**src/rtl/la_pkg.sv**
```systemverilog
// Shared types for the logic-analyzer capture controller: FSM states, capture modes,
// the signed trigger-location type and the pre-trigger clamp helper.
package la_pkg;

    typedef enum logic [3:0] {
        ST_IDLE             = 4'd0,
        ST_MOVE_TO_POSITION = 4'd1,
        ST_IN_POSITION      = 4'd2,
        ST_CAPTURING        = 4'd3,
        ST_CAPTURED         = 4'd4
    } la_state_e;

    typedef enum logic [1:0] {
        MODE_SINGLE      = 2'd0,
        MODE_INCREMENTAL = 2'd1,
        MODE_IMMEDIATE   = 2'd2
    } la_mode_e;

    typedef logic signed [15:0] la_loc_t;

    // Pre-trigger sample count: negative -> 0, too large -> max_loc, none in incremental mode.
    function automatic logic [15:0] effective_pretrigger(input la_loc_t loc, input la_mode_e mode,
                                                         input logic [15:0] max_loc);
        logic [15:0] result;
        if (mode == MODE_INCREMENTAL || loc[15]) begin
            result = '0;
        end else if ($unsigned(loc) > max_loc) begin
            result = max_loc;
        end else begin
            result = $unsigned(loc);
        end
        return result;
    endfunction

endpackage

```
**src/rtl/la_capture_controller_if.sv**
```systemverilog
// Host/trigger/BRAM-side signal bundle of the capture controller.
// timed_out exists only when LA_TRIGGER_TIMEOUT_EN is defined.
interface la_capture_controller_if
    import la_pkg::*;
#(
    parameter int SAMPLE_DEPTH = 4096
);
    localparam int ADDR_WIDTH = $clog2(SAMPLE_DEPTH);

    logic                  request_start;
    logic                  request_stop;
    logic [1:0]            trigger_mode;
    la_loc_t               trigger_loc;
    logic                  trig;
    logic [3:0]            state;
    logic [15:0]           current_loc;
    logic [ADDR_WIDTH-1:0] read_pointer;
    logic [ADDR_WIDTH-1:0] bram_addr;
    logic                  bram_we;
`ifdef LA_TRIGGER_TIMEOUT_EN
    logic                  timed_out;

    modport master (
        output request_start, request_stop, trigger_mode, trigger_loc, trig,
        input  state, current_loc, read_pointer, bram_addr, bram_we, timed_out
    );
    modport slave (
        input  request_start, request_stop, trigger_mode, trigger_loc, trig,
        output state, current_loc, read_pointer, bram_addr, bram_we, timed_out
    );
`else
    modport master (
        output request_start, request_stop, trigger_mode, trigger_loc, trig,
        input  state, current_loc, read_pointer, bram_addr, bram_we
    );
    modport slave (
        input  request_start, request_stop, trigger_mode, trigger_loc, trig,
        output state, current_loc, read_pointer, bram_addr, bram_we
    );
`endif

endinterface

```
**src/rtl/la_ring_pointer.sv**
```systemverilog
// Wrap-around buffer pointer with synchronous clear (priority) and increment.
module la_ring_pointer #(
    parameter int ADDR_WIDTH = 12
) (
    input  logic                  clk,
    input  logic                  rst,
    input  logic                  clear_i,
    input  logic                  inc_i,
    output logic [ADDR_WIDTH-1:0] ptr_o
);
    logic [ADDR_WIDTH-1:0] ptr_q, ptr_d;

    always_comb begin
        ptr_d = ptr_q;
        if (clear_i) begin
            ptr_d = '0;
        end else if (inc_i) begin
            ptr_d = ptr_q + ADDR_WIDTH'(1);
        end
    end

    always_ff @(posedge clk) begin
        if (rst) begin
            ptr_q <= '0;
        end else begin
            ptr_q <= ptr_d;
        end
    end

    assign ptr_o = ptr_q;

endmodule

```
**src/rtl/la_capture_controller.sv**
```systemverilog
// Ring-buffer capture controller: pre-trigger fill, arm, post-trigger capture, BRAM write control.
// Define LA_TRIGGER_TIMEOUT_EN to add TIMEOUT_CYCLES and timed_out (forced trigger when armed too long).
module la_capture_controller
    import la_pkg::*;
#(
    parameter int SAMPLE_DEPTH = 4096
`ifdef LA_TRIGGER_TIMEOUT_EN
    ,
    parameter int TIMEOUT_CYCLES = 65535
`endif
) (
    input  logic                   clk,
    input  logic                   rst,
    la_capture_controller_if.slave ctrl
);
    localparam int          ADDR_WIDTH = $clog2(SAMPLE_DEPTH);
    localparam logic [15:0] LAST_LOC   = 16'(SAMPLE_DEPTH - 1);

    la_state_e             state_q, state_d;
    la_mode_e              mode_q, mode_d;
    la_mode_e              req_mode;
    logic [15:0]           pre_q, pre_d;
    logic [15:0]           loc_q, loc_d;
    logic                  we;
    logic                  rd_inc;
    logic                  ptr_clear;
    logic                  start_ok;
    logic                  timeout_hit;
    logic [1:0]            ptr_inc;
    logic [ADDR_WIDTH-1:0] ptr_val [2];

    assign req_mode = (ctrl.trigger_mode == 2'd3) ? MODE_SINGLE : la_mode_e'(ctrl.trigger_mode);
    assign start_ok = ctrl.request_start && !ctrl.request_stop &&
                      (state_q == ST_IDLE || state_q == ST_CAPTURED);

    always_comb begin
        state_d   = state_q;
        mode_d    = mode_q;
        pre_d     = pre_q;
        loc_d     = loc_q;
        we        = 1'b0;
        rd_inc    = 1'b0;
        ptr_clear = 1'b0;
        case (state_q)
            ST_IDLE: begin
                ptr_clear = 1'b1;
                loc_d     = '0;
            end
            ST_MOVE_TO_POSITION: begin
                we = (pre_q != '0);
                if (!we || loc_q == pre_q - 16'd1) begin
                    state_d = ST_IN_POSITION;
                end
            end
            ST_IN_POSITION: begin
                we = (mode_q != MODE_INCREMENTAL) || ctrl.trig;
                if (mode_q != MODE_SINGLE || ctrl.trig || timeout_hit) begin
                    // With P = depth-1 the trigger sample already fills the buffer.
                    state_d = (we && loc_q == LAST_LOC) ? ST_CAPTURED : ST_CAPTURING;
                end else begin
                    rd_inc = 1'b1;
                end
            end
            ST_CAPTURING: begin
                we = (mode_q != MODE_INCREMENTAL) || ctrl.trig;
                if (we && loc_q == LAST_LOC) begin
                    state_d = ST_CAPTURED;
                end
            end
            ST_CAPTURED: begin
                we = 1'b0;
            end
            default: begin
                state_d = ST_IDLE;
            end
        endcase

        // Sliding pre-trigger window: count stays at P while the oldest pointer follows.
        if (we && !rd_inc) begin
            loc_d = loc_q + 16'd1;
        end

        if (start_ok) begin
            state_d   = ST_MOVE_TO_POSITION;
            mode_d    = req_mode;
            pre_d     = effective_pretrigger(ctrl.trigger_loc, req_mode, LAST_LOC);
            loc_d     = '0;
            ptr_clear = 1'b1;
        end

        if (ctrl.request_stop) begin
            state_d   = ST_IDLE;
            loc_d     = '0;
            ptr_clear = 1'b1;
        end
    end

    always_ff @(posedge clk) begin
        if (rst) begin
            state_q <= ST_IDLE;
            mode_q  <= MODE_SINGLE;
            pre_q   <= '0;
            loc_q   <= '0;
        end else begin
            state_q <= state_d;
            mode_q  <= mode_d;
            pre_q   <= pre_d;
            loc_q   <= loc_d;
        end
    end

    // Index 0 is the write pointer, index 1 the oldest-sample pointer.
    assign ptr_inc = {rd_inc, we};

    for (genvar gi = 0; gi < 2; gi++) begin : g_ptr
        la_ring_pointer #(
            .ADDR_WIDTH(ADDR_WIDTH)
        ) u_ptr (
            .clk     (clk),
            .rst     (rst),
            .clear_i (ptr_clear),
            .inc_i   (ptr_inc[gi]),
            .ptr_o   (ptr_val[gi])
        );
    end

`ifdef LA_TRIGGER_TIMEOUT_EN
    localparam int TIMER_WIDTH = $clog2(TIMEOUT_CYCLES + 1);

    logic [TIMER_WIDTH-1:0] timer_q, timer_d;
    logic                   timed_out_q, timed_out_d;

    assign timeout_hit = (state_q == ST_IN_POSITION) &&
                         (timer_q == TIMER_WIDTH'(TIMEOUT_CYCLES - 1));

    always_comb begin
        timer_d     = (state_q == ST_IN_POSITION) ? timer_q + TIMER_WIDTH'(1) : '0;
        timed_out_d = timed_out_q;
        if (timeout_hit && mode_q == MODE_SINGLE && !ctrl.trig) begin
            timed_out_d = 1'b1;
        end
        if (start_ok || ctrl.request_stop) begin
            timed_out_d = 1'b0;
        end
    end

    always_ff @(posedge clk) begin
        if (rst) begin
            timer_q     <= '0;
            timed_out_q <= 1'b0;
        end else begin
            timer_q     <= timer_d;
            timed_out_q <= timed_out_d;
        end
    end

    assign ctrl.timed_out = timed_out_q;
`else
    assign timeout_hit = 1'b0;
`endif

    assign ctrl.state        = state_q;
    assign ctrl.current_loc  = loc_q;
    assign ctrl.bram_we      = we;
    assign ctrl.bram_addr    = ptr_val[0];
    assign ctrl.read_pointer = ptr_val[1];

endmodule

```
**src/flat_wrapper.sv**
```systemverilog
// flat-port wrapper written by rule: the top's interface ports become plain ports
module la_capture_controller_flat import la_pkg::*;
#(
    parameter int SAMPLE_DEPTH = 4096

)
  (clk, rst, ctrl_request_start, ctrl_request_stop, ctrl_trigger_mode, ctrl_trigger_loc, ctrl_trig, ctrl_state, ctrl_current_loc, ctrl_read_pointer, ctrl_bram_addr, ctrl_bram_we);
  la_capture_controller_if #(.SAMPLE_DEPTH(SAMPLE_DEPTH)) ctrl_i ();
  input  logic clk;
  input  logic rst;
  input wire logic [$bits(ctrl_i.request_start)-1:0] ctrl_request_start;
  input wire logic [$bits(ctrl_i.request_stop)-1:0] ctrl_request_stop;
  input wire logic [$bits(ctrl_i.trigger_mode)-1:0] ctrl_trigger_mode;
  input wire logic [$bits(ctrl_i.trigger_loc)-1:0] ctrl_trigger_loc;
  input wire logic [$bits(ctrl_i.trig)-1:0] ctrl_trig;
  output wire logic [$bits(ctrl_i.state)-1:0] ctrl_state;
  output wire logic [$bits(ctrl_i.current_loc)-1:0] ctrl_current_loc;
  output wire logic [$bits(ctrl_i.read_pointer)-1:0] ctrl_read_pointer;
  output wire logic [$bits(ctrl_i.bram_addr)-1:0] ctrl_bram_addr;
  output wire logic [$bits(ctrl_i.bram_we)-1:0] ctrl_bram_we;
  assign ctrl_i.request_start = ctrl_request_start;
  assign ctrl_i.request_stop = ctrl_request_stop;
  assign ctrl_i.trigger_mode = ctrl_trigger_mode;
  assign ctrl_i.trigger_loc = ctrl_trigger_loc;
  assign ctrl_i.trig = ctrl_trig;
  assign ctrl_state = ctrl_i.state;
  assign ctrl_current_loc = ctrl_i.current_loc;
  assign ctrl_read_pointer = ctrl_i.read_pointer;
  assign ctrl_bram_addr = ctrl_i.bram_addr;
  assign ctrl_bram_we = ctrl_i.bram_we;
  la_capture_controller #(.SAMPLE_DEPTH(SAMPLE_DEPTH)) u_core (.clk(clk), .rst(rst), .ctrl(ctrl_i));
endmodule
```
**config.mk**
```make
export PLATFORM = sky130hd
export DESIGN_NAME = la_capture_controller_flat
export DESIGN_NICKNAME = d
export VERILOG_FILES = /design/src/rtl/la_pkg.sv /design/src/rtl/la_capture_controller_if.sv /design/src/rtl/la_ring_pointer.sv /design/src/rtl/la_capture_controller.sv /design/src/flat_wrapper.sv
export SDC_FILE = /design/constraint.sdc
export NUM_CORES = 1
export LEC_CHECK = 0
export CAP_MARGIN = 40
export CORE_UTILIZATION = 25
export DETAILED_ROUTE_END_ITERATION = 10
export PLACE_DENSITY = 0.54
export SETUP_SLACK_MARGIN = 0.5
export SYNTH_ARGS = -nofsm -noshare
export SYNTH_HDL_FRONTEND = slang
export SYNTH_SLANG_ARGS = --single-unit
```
**constraint.sdc**
```tcl
create_clock -name clk -period 2.4 [get_ports clk]
set_input_delay 0.24 -clock clk [delete_from_list [all_inputs] [get_ports clk]]
set_output_delay 0.24 -clock clk [all_outputs]
set_load 0.1 [all_outputs]
```
After elaboration in Yosys (flattened, before gate mapping)
Cells that the tools add are included.

storage, ports and cells
  word-level logic and storage cells = 69
  output and inout bits = 45
  register bits = 62

cells by class
  magnitude comparators = 1
  equality and inequality tests = 16
  mux-type cells = 17
  bitwise gates (word level) = 1
  add/subtract/negate cells = 4
  reduce and logical (&&, ||, !) cells = 23

operator list
  cell                                                    count
  two-way mux 16 bit                                      4
  adder 12 x 1 -> 12 bit (second input constant)          2
  adder 16 x 1 -> 16 bit (second input constant)          1
  equality test 16 x 12 -> 1 bit (second input constant)  1
  equality test 16 bit                                    1
  > comparator 16 x 12 -> 1 bit (second input constant)   1
  case mux 4 bit (4 select lines)                         1
  nonzero test 16 bit                                     1
  subtractor 16 x 1 -> 16 bit (second input constant)     1
  two-way mux 4 bit                                       3
  inequality test 2 x 1 -> 1 bit (second input constant)  5
  inequality test 3 x 1 -> 1 bit (second input constant)  3
  equality test 4 x 2 -> 1 bit (second input constant)    2
  AND reduction 4 bit                                     2
  OR reduction 2 bit                                      4
  two-way mux 1 bit                                       6
  logical OR 1 bit                                        5
  equality test 4 x 1 -> 1 bit (second input constant)    1
  equality test 4 x 3 -> 1 bit (second input constant)    1
  logical AND 1 bit                                       4
  logical NOT 4 bit                                       1
  nonzero test 2 bit                                      2
  logical NOT 1 bit                                       3
  two-way mux 3 bit                                       1
  6 further kinds                                         6

Depth between registers and ports, before layout
Gate-level depths: netlist (run 1).

  depth in word-level cells = 7
  gate-level depth with buffers = 10

Cells and area by module
A second synthesis (run 1) with hierarchy kept.

second synthesis, totals
  cell total of the unflattened synthesis = 421
  area, all modules = 3425.8 sq um

modules (own cells, without submodules)
  module                 cells an instance  instances  area each (sq um)
  la_capture_controller  297                1          2299.7
  la_ring_pointer        62                 2          563.0

Least setup slack after synthesis (run 1)
Ideal clock, no wire load.

  path type = register to register
  from = reg u_core.state_q[0] (netlist: u_core.ctrl.state[0])
  to = reg u_core.g_ptr[0].u_ptr.ptr_q[6]
  data arrival time = 2.921 ns
  library setup time = 0.072 ns
  clock period less this slack = 2.993 ns
  cell stages (with the launch flop) = 7
  data required time = 2.328 ns
  setup slack = -0.593 ns
  cell sequence = dfxtp_1 nor3b_1 a22oi_4 inv_2 nand4_1 or3_1 a21oi_1

between the ends
  elaborated cells between the ends (all ways) = 13
  classes of those cells = eq/ne (4); mux (4); reduce/logical (5)

RTL lines
  what                                 RTL line                      text
  from (decl)                          la_capture_controller.sv:19   la_state_e state_q, state_d;
  from (signal assigned)               la_capture_controller.sv:105  state_q <= state_d;
  equality test 4 x 2 -> 1 bit         la_capture_controller.sv:44   case (state_q)
  OR reduction 2 bit (no line)         n/a
  case mux 1 bit (2 select lines) (*)  la_capture_controller.sv:44
  net ctrl_bram_we                     flat_wrapper.sv:20            output wire logic [$bits(ctrl_i.bram_we)-1:0] ctrl_bram_we;
  to (signal assigned)                 la_ring_pointer.sv:26         ptr_q <= ptr_d;
  to (decl)                            la_ring_pointer.sv:11         logic [ADDR_WIDTH-1:0] ptr_q, ptr_d;

The timed path passes the listed nets; every way through them passes the cells marked *.
A chain may end at the register's enable or synchronous reset.

Worst setup path after layout (run 1)
  from = reg u_core.pre_q[0]
  to = reg u_core.loc_q[9] (netlist: u_core.ctrl.current_loc[9])

between the ends
  cells in the longest elaborated chain, start to end = 4
  elaborated cells between the ends (all ways) = 5
  classes of those cells = mux (2); reduce/logical (3)

ends and longest elaborated chain
  what                                                      RTL line                      text
  from (decl)                                               la_capture_controller.sv:22   logic [15:0] pre_q, pre_d;
  from (signal assigned)                                    la_capture_controller.sv:107  pre_q <= pre_d;
  nonzero test 16 bit (*)                                   la_capture_controller.sv:50   we = (pre_q != '0);
  case mux 1 bit (2 select lines) (*)                       la_capture_controller.sv:44
  logical AND 1 bit (*)                                     la_capture_controller.sv:79   if (we && !rd_inc) begin
  two-way mux 16 bit or nonzero test 2 bit (tied branches)  n/a
  to (signal assigned)                                      la_capture_controller.sv:108  loc_q <= loc_d;
  to (decl)                                                 la_capture_controller.sv:23   logic [15:0] loc_q, loc_d;

Mark *: on every way between the ends. The rest lies on a longest branch, timed or not.

==> key figures, run 1 <==
Global routing
  – GR Util All Layers: 14.2%
  – Total grt overflow: 0
  – First-pass GRT wire length: between 10 and 15 mm
  – Largest net degree at the start of global routing: 29
  – Initial antenna violation count: 0
  – Vias in the first global route: ~3,000

Worst setup path
  – Crit-path slowest cell: dfxtp_4
  – CP Cell Sequence: inv_4, buf_4, ha_2, nor3b_2, nand4_1, a22oi_4, buf_6, nor3_4, nand4_1, mux2_4, nor2_1
  – Worst path required time: about 2.7 ns
  – Crit Path Max Fanout: 5
  – Crit start category: flop
  – WP data arrival: roughly 2.4 ns
  – Critical path capture point type: flop
  – CP max stage delay: around 0.35 ns
  – CP bufs+invs: 3
  – Cell family with most CP delay: simple AND/OR/NAND/NOR gates
  – Crit path kind: reg -> reg
  – Cell mode on critical path: nand4_1

Synthesis
  – Seq/Total Area, Yosys: between 30% and 40%
  – Main synth FF type: dfxtp_1
  – Synth area leaders: dfxtp_1, xnor2_1, a21oi_1
  – Mapped Cells: 398
  – Post-synth ARST share: 0%
  – Register bit total from synthesis: 61
  – Post-synth top area cell: dfxtp_1
  – Syn_area_per_cell: 8.10 um^2
  – Cell Area, Synth: 0.00322 mm^2
  – Number of enable flip-flop cells after synthesis: 0
  – Synth unique cells: 53
  – Synth top area share: 37.9%
  – Yosys warnings: 0
  – Syn Nets: 426

Timing
  – Fin crit share: between 90% and 100%
  – Setup-failing EPs final: 0
  – RSZ-0062 raised after global routing: true
  – Fmax: 0.455 GHz
  – Slew Viols, Final: 0
  – WHS: between 0.4 and 0.5 ns
  – Worst rel slew slack: a little over three fifths
  – Final Hold Viols: 0
  – Setup TNS: 0 ns
  – Final Critical Period: 2.20 ns
  – Worst Skew: roughly 0.0063 ns
  – Worst-Margin Slew: 0.555 ns

Clock tree
  – Max H-tree Level: 3
  – Worst-Skew Late Latency: 0.33 ns
  – CTS tree: built
  – Root buffer cell: clkbuf_16
  – Total CTS buffers: 9
  – Clk pin slew, worst setup/hold paths: 0.05 ns
  – Longest Clk Path Bufs: 2
  – # clock sinks: 61

Drt
  – Routed wire length: 9.38 mm
  – Vias post-DR: roughly 3,200
  – Drt wl/cell: 14.0 um
  – Pre-antenna DRT Iters: 4
  – Initial DRC count: around 150
  – DRC: 0
  – Vias per inst: 4.82
  – Antenna Violating Nets Remaining: 0

Die
  – Die span in y: 116 um
  – Core area: 0.0126 mm^2
  – Total die area: 0.0134 mm^2
  – Die Wd: 116 um
  – # IOs: 68
  – Std cell rows: roughly 40
  – Initial Util: 25.5%

Place
  – Port buffer count: 66
  – HPWL Detailed: 6.46 mm
  – GP Congestion: a little under 0.8

Min path
  – Worst Hold Class: reg -> reg

Layout
  – Nets: 519
  – Sequential Area: 0.00130 mm^2
  – Antenna diodes: 0
  – Fillers: 1,270
  – Synthesis-to-layout area growth: 51.0%
  – Most common cell after layout, fill and taps aside: buf_4
  – Most frequent cells in the layout: buf_4, nand2_1, nor2_1, a21oi_1, dfxtp_1
  – Share of layout cells above drive strength 1: 37.7%
  – Multi-input logic area: 0.00216 mm^2

Run
  – Max_cap viols: 0

Pwr
  – Leak pwr: 1.79 nW
  – Worst vdd rail ir drop: 0.291 mV
  – PD cells: 529 mW/mm^2

Outcome
  – Run status: finished clean
cells by family after synthesis:
logic type / share of synthesized area, %
AO/OA/AOI/OAI: 15.3
AND/OR/NAND/NOR: 28.5
XOR/XNOR: 10.6
other: 0.116
flip-flops: 37.9
multiplexers: 2.02
buffers and inverters: 3.69
adder cells (fa/ha/maj): 1.94
worst register-to-register path: stages (launching register included):
cell and delay (ns):
dfxtp_4 0.35, inv_4 0.04, buf_4 0.12, ha_2 0.17
nor3b_2 0.15, nand4_1 0.14, a22oi_4 0.15, buf_6 0.16
nor3_4 0.27, nand4_1 0.16, mux2_4 0.33, nor2_1 0.08
through the flow:
stage               power, mW  instances  setup WS, ns  util (%)  area (um^2)
global placement         1.33        620         0.100      32.7         4130
global route             2.68        668         0.116      38.6         4870
CTS                      2.60        658         0.102      37.2         4700
floorplan                1.25        398         0.278         -         3440
finish                   2.58        668         0.204      38.6         4870
detailed placement       1.33        620        0.0282      32.7         4130
worst paths after layout:
check / from / end / slack, ns / cells past startpoint
min reg2reg: u_core.g_ptr[1].u_ptr.ptr_o[1]$_SDFFE_PP0P_ / u_core.g_ptr[1].u_ptr.ptr_o[1]$_SDFFE_PP0P_ / 0.48 / 2
max: u_core.pre_q[0]$_SDFFE_PP0P_ / u_core.ctrl.current_loc[9]$_SDFFE_PP0P_ / 0.20 / 11
max reg2reg: u_core.pre_q[0]$_SDFFE_PP0P_ / u_core.ctrl.current_loc[9]$_SDFFE_PP0P_ / 0.20 / 11
min: u_core.g_ptr[1].u_ptr.ptr_o[1]$_SDFFE_PP0P_ / u_core.g_ptr[1].u_ptr.ptr_o[1]$_SDFFE_PP0P_ / 0.48 / 2
final cells by class:
class	instances	area share (%)
multi-input cells	307	44.3
flip-flops and latches	61	26.7
repair buffers	102	17.9
clock buffers	10	4.91
well taps	172	4.42
inverters	10	0.977
clock inverters	6	0.746
timing repair:
item / in CTS / in global routing
pin swaps: 31 / 17
endpoints found under the setup margin: 31 / 45
setup buffers: 22 / 10
cloned: 0 / 0
gates resized for setup: 28 / 21
hold buffers: 0 / 0
routing by layer:
metal | up-vias | track usage, % | wire length [um]
li1 | 1597 | - | -
met5 | - | 0 | 0
met4 | 0 | 7.88 | 193
met2 | 73 | 23.9 | 4730
met3 | 15 | 2.56 | 345
met1 | 1538 | 17.1 | 4110
sequential cells by signal, summed over array words and instances, names as in the netlist:
signal,cells
u_core.ctrl.current_loc,16
u_core.ctrl.state,3
u_core.g_ptr.u_ptr.ptr_o,24
u_core.mode_q,2
u_core.pre_q,16
cell usage after synthesis, types with 2 or more instances:
cell type / instances
buf_2: 2
nor2_1: 39
mux2_2: 4
nand3b_1: 5
nand3_1: 15
ha_1: 5
o21ai_0: 24
nor2b_1: 5
and3_1: 9
nand4_1: 16
dfxtp_1: 61
xor2_1: 17
mux2i_1: 2
o21ai_1: 4
xnor2_1: 22
inv_1: 9
nand2_1: 38
and2_1: 7
or3_1: 9
nor3_1: 13
a21oi_1: 34
a31oi_1: 2
o31ai_1: 4
nor3b_1: 3
nor4_1: 5
clkbuf_1: 17
report_power, final:
part | internal (mW) | total, mW | switching (mW)
Clock | 0.723 | 1.20 | 0.473
Combinational | 0.173 | 0.350 | 0.177
Sequential | 1.01 | 1.03 | 0.0188
Total | 1.91 | 2.58 | 0.669
Note: power is estimated with default switching activity, not from simulation.
==> run 2, diff against run 1 <==
--- a/config.mk
+++ b/config.mk
@@ -10,6 +10,7 @@
 export DETAILED_ROUTE_END_ITERATION = 10
 export PLACE_DENSITY = 0.54
 export SETUP_SLACK_MARGIN = 0.5
+export SLEW_MARGIN = 10
 export SYNTH_ARGS = -nofsm -noshare
 export SYNTH_HDL_FRONTEND = slang
 export SYNTH_SLANG_ARGS = --single-unit
==> results of run 2 <==
Same layout as run 1: the final DEF is identical, and so are final timing and power.
==> run 3, diff against run 2 <==
--- a/config.mk
+++ b/config.mk
@@ -9,6 +9,7 @@
 export CORE_UTILIZATION = 25
 export DETAILED_ROUTE_END_ITERATION = 10
 export PLACE_DENSITY = 0.54
+export REMOVE_ABC_BUFFERS = 1
 export SETUP_SLACK_MARGIN = 0.5
 export SLEW_MARGIN = 10
 export SYNTH_ARGS = -nofsm -noshare
==> key figures, run 3 (same netlist as run 1, synthesis figures left out) <==
Drt
  – Wl on met1: 4.15 mm (+1.1%)
  – Antenna Violating Nets Remaining: 0 (unchanged)
  – Met2 WL: 4.24 mm (-10%)
  – DRC: 0 (unchanged)
  – Vias per inst: 4.79 (-0.67%)
  – Vias post-DR: 3,187 (-1.1%)
  – Initial DRC count: 151 (+4.1%)
  – Pre-antenna DRT Iters: 5 (+1)
  – Routed wl met3: 424 um (+23%)
  – Drt wl/cell: 13.4 um (-4.2%)
  – Top sig layer: met4
  – Routed wire length: 8.94 mm (-4.6%)

Die
  – Initial Util: 25.5% (unchanged)
  – Total die area: 0.0134 mm^2 (unchanged)
  – Die span in y: 116 um (unchanged)
  – # IOs: 68 (unchanged)
  – Die Wd: 116 um (unchanged)
  – Std cell rows: 41 (unchanged)
  – Core area: 0.0126 mm^2 (unchanged)

Pwr
  – Worst vdd rail ir drop: 0.308 mV (+5.8%)
  – PD cells: 556 mW/mm^2 (+5.0%)
  – Clk network pwr share: 47.9% (+1.5 points)
  – Flop pwr share: 39.3% (-0.7 points)
  – Sw Share: 24.7% (-1.2 points)
  – Switching power: 0.654 mW (-2.1%)
  – Pint: 1.99 mW (+4.4%)
  – Combinational fraction of design power: 12.8% (-0.8 points)
  – Leak pwr: 1.73 nW (-3.5%)
  – Final Power: 2.65 mW (+2.7%)

Timing
  – Fin crit share: 92.9% (+1.4 points)
  – Setup-failing EPs final: 0 (unchanged)
  – Worst-Margin Slew: 0.515 ns (-0.0405 ns)
  – Final Critical Period: 2.23 ns (+0.0325 ns)
  – Worst Skew: 0.00582 ns (-0.000439 ns)
  – Worst rel slew slack: 65.6% (+2.7 points)
  – Final Hold Viols: 0 (unchanged)
  – RSZ-0062 raised after global routing: true
  – Fmax: 0.449 GHz (-1.5%)
  – PnR worst setup slack: 0.171 ns (-0.0325 ns)
  – Slew Viols, Final: 0 (unchanged)

Place
  – Post-place setup slack: 0.0130 ns (-0.0153 ns)
  – GP Congestion: 0.836 (+8.2%)
  – Placed cells: 634 (+2.3%)
  – HPWL Detailed: 6.39 mm (-1.0%)
  – DP Area: 0.00406 mm^2 (-1.8%)
  – Port buffer count: 66 (unchanged)

Layout
  – Synthesis-to-layout area growth: 47.6%
  – Share of layout cells above drive strength 1: 30.2% (-7.5 points)
  – Most common cell after layout, fill and taps aside: buf_4
  – Nets: 516 (-0.58%)
  – Antenna diodes: 0 (unchanged)
  – Final Non-Filler Cells: 665 (-0.45%)
  – Most frequent cells in the layout: buf_4, dfxtp_1, nand2_1, nor2_1, a21oi_1
  – Largest register FFs: 24 (unchanged)
  – Final Cell Area: 0.00476 mm^2 (-2.2%)

Run
  – Max_cap viols: 0 (unchanged)

Global routing
  – Largest net degree at the start of global routing: 29 (unchanged)
  – GR Util All Layers: 13.7% (-0.47 points)
  – First-pass GRT wire length: 14.5 mm (-2.2%)
  – Initial antenna violation count: 0 (unchanged)
  – Total grt overflow: 0 (unchanged)
  – Vias in the first global route: 3,001 (-2.5%)

Clock tree
  – CTS tree: built
  – Longest Clk Path Bufs: 2 (unchanged)
  – Root buffer cell: clkbuf_16
  – Worst-Skew Late Latency: 0.33 ns (about the same)
  – # clock sinks: 61 (unchanged)
  – Clk pin slew, worst setup/hold paths: 0.05 ns (about the same)
  – Max H-tree Level: 3 (unchanged)
  – Total CTS buffers: 9 (unchanged)

Worst setup path
  – Worst path required time: 2.61 ns (-0.04 ns)
  – Crit path kind: reg -> reg
  – Crit Path Max Fanout: 4 (-1)
  – Crit start category: flop
  – WP data arrival: 2.44 ns (about the same)
  – Critical path capture point type: flop

Outcome
  – Run status: finished clean

Min path
  – Worst Hold Class: reg -> reg
run 3: cell types whose count changed in the layout (fill, tap and decap cells not counted), moves of 2 or more:
cell	previous run	this run
nor2_1	35	31
inv_4	3	1
clkinvlp_4	0	2
dfxtp_2	23	5
dfxtp_4	13	1
nand2_1	36	38
dfxtp_1	25	55
buf_4	71	68
nor2_2	3	6
run 3: area by class of cell:
class	count	area, um^2
fillers	1312	7860
multi-input cells	307	2130
flip-flops and latches	61	1230
repair buffers	99	850
clock buffers	10	229
well taps	172	215
clock inverters	6	63.8
inverters	10	40.0
run 3: worst paths after layout:
path	from	end	slack, ns	cells past startpoint
min	u_core.g_ptr[0].u_ptr.ptr_o[1]$_SDFFE_PP0P_	u_core.g_ptr[0].u_ptr.ptr_o[1]$_SDFFE_PP0P_	0.50	2
min reg2reg	u_core.g_ptr[0].u_ptr.ptr_o[1]$_SDFFE_PP0P_	u_core.g_ptr[0].u_ptr.ptr_o[1]$_SDFFE_PP0P_	0.50	2
max	u_core.pre_q[1]$_SDFFE_PP0P_	u_core.ctrl.state[0]$_SDFFE_PP0P_	0.17	9
max reg2reg	u_core.pre_q[1]$_SDFFE_PP0P_	u_core.ctrl.state[0]$_SDFFE_PP0P_	0.17	9
run 3: per-layer routing:
layer,vias to the layer above,track usage (%)
li1,1592,-
met3,12,3.45
met1,1497,17.1
met5,-,0
met2,86,22.9
met4,0,4.85
run 3: repair_timing:
action / CTS / global route
endpoints found under the hold margin: 0 / 0
hold buffers: 0 / 0
pin swaps: 27 / 16
buffers inserted: 12 / 3
endpoints found under the setup margin: 33 / 48
gates cloned: 0 / 0
gates resized for setup: 43 / 25
run 3: per-stage QoR:
stage,hold WS [ns],util [%],setup TNS [ns]
after floorplan,0.309,-,-8.92
after global placement,0.481,32.1,0
after detailed placement,0.485,32.1,0
after CTS,0.500,36.7,0
after global routing,0.526,37.7,0
final,0.496,37.7,0
run 3: worst max-delay path: stages (launching register included):
cell and delay, ns:
dfxtp_2 0.33, inv_2 0.05, ha_4 0.17, o21ba_4 0.20
a221oi_4 0.28, a41oi_2 0.06, a2111o_1 0.45, a2111oi_4 0.24
a21oi_2 0.10, o31a_1 0.24
run 3: power by group through the flow:
stage / registers (mW) / clock network (mW) / logic (mW)
floorplan: 1.07 / 0 / 0.165
CTS: 1.04 / 1.30 / 0.327
finish: 1.04 / 1.27 / 0.338
global placement: 1.06 / 0 / 0.274
global route: 1.04 / 1.36 / 0.365
detailed placement: 1.06 / 0 / 0.276
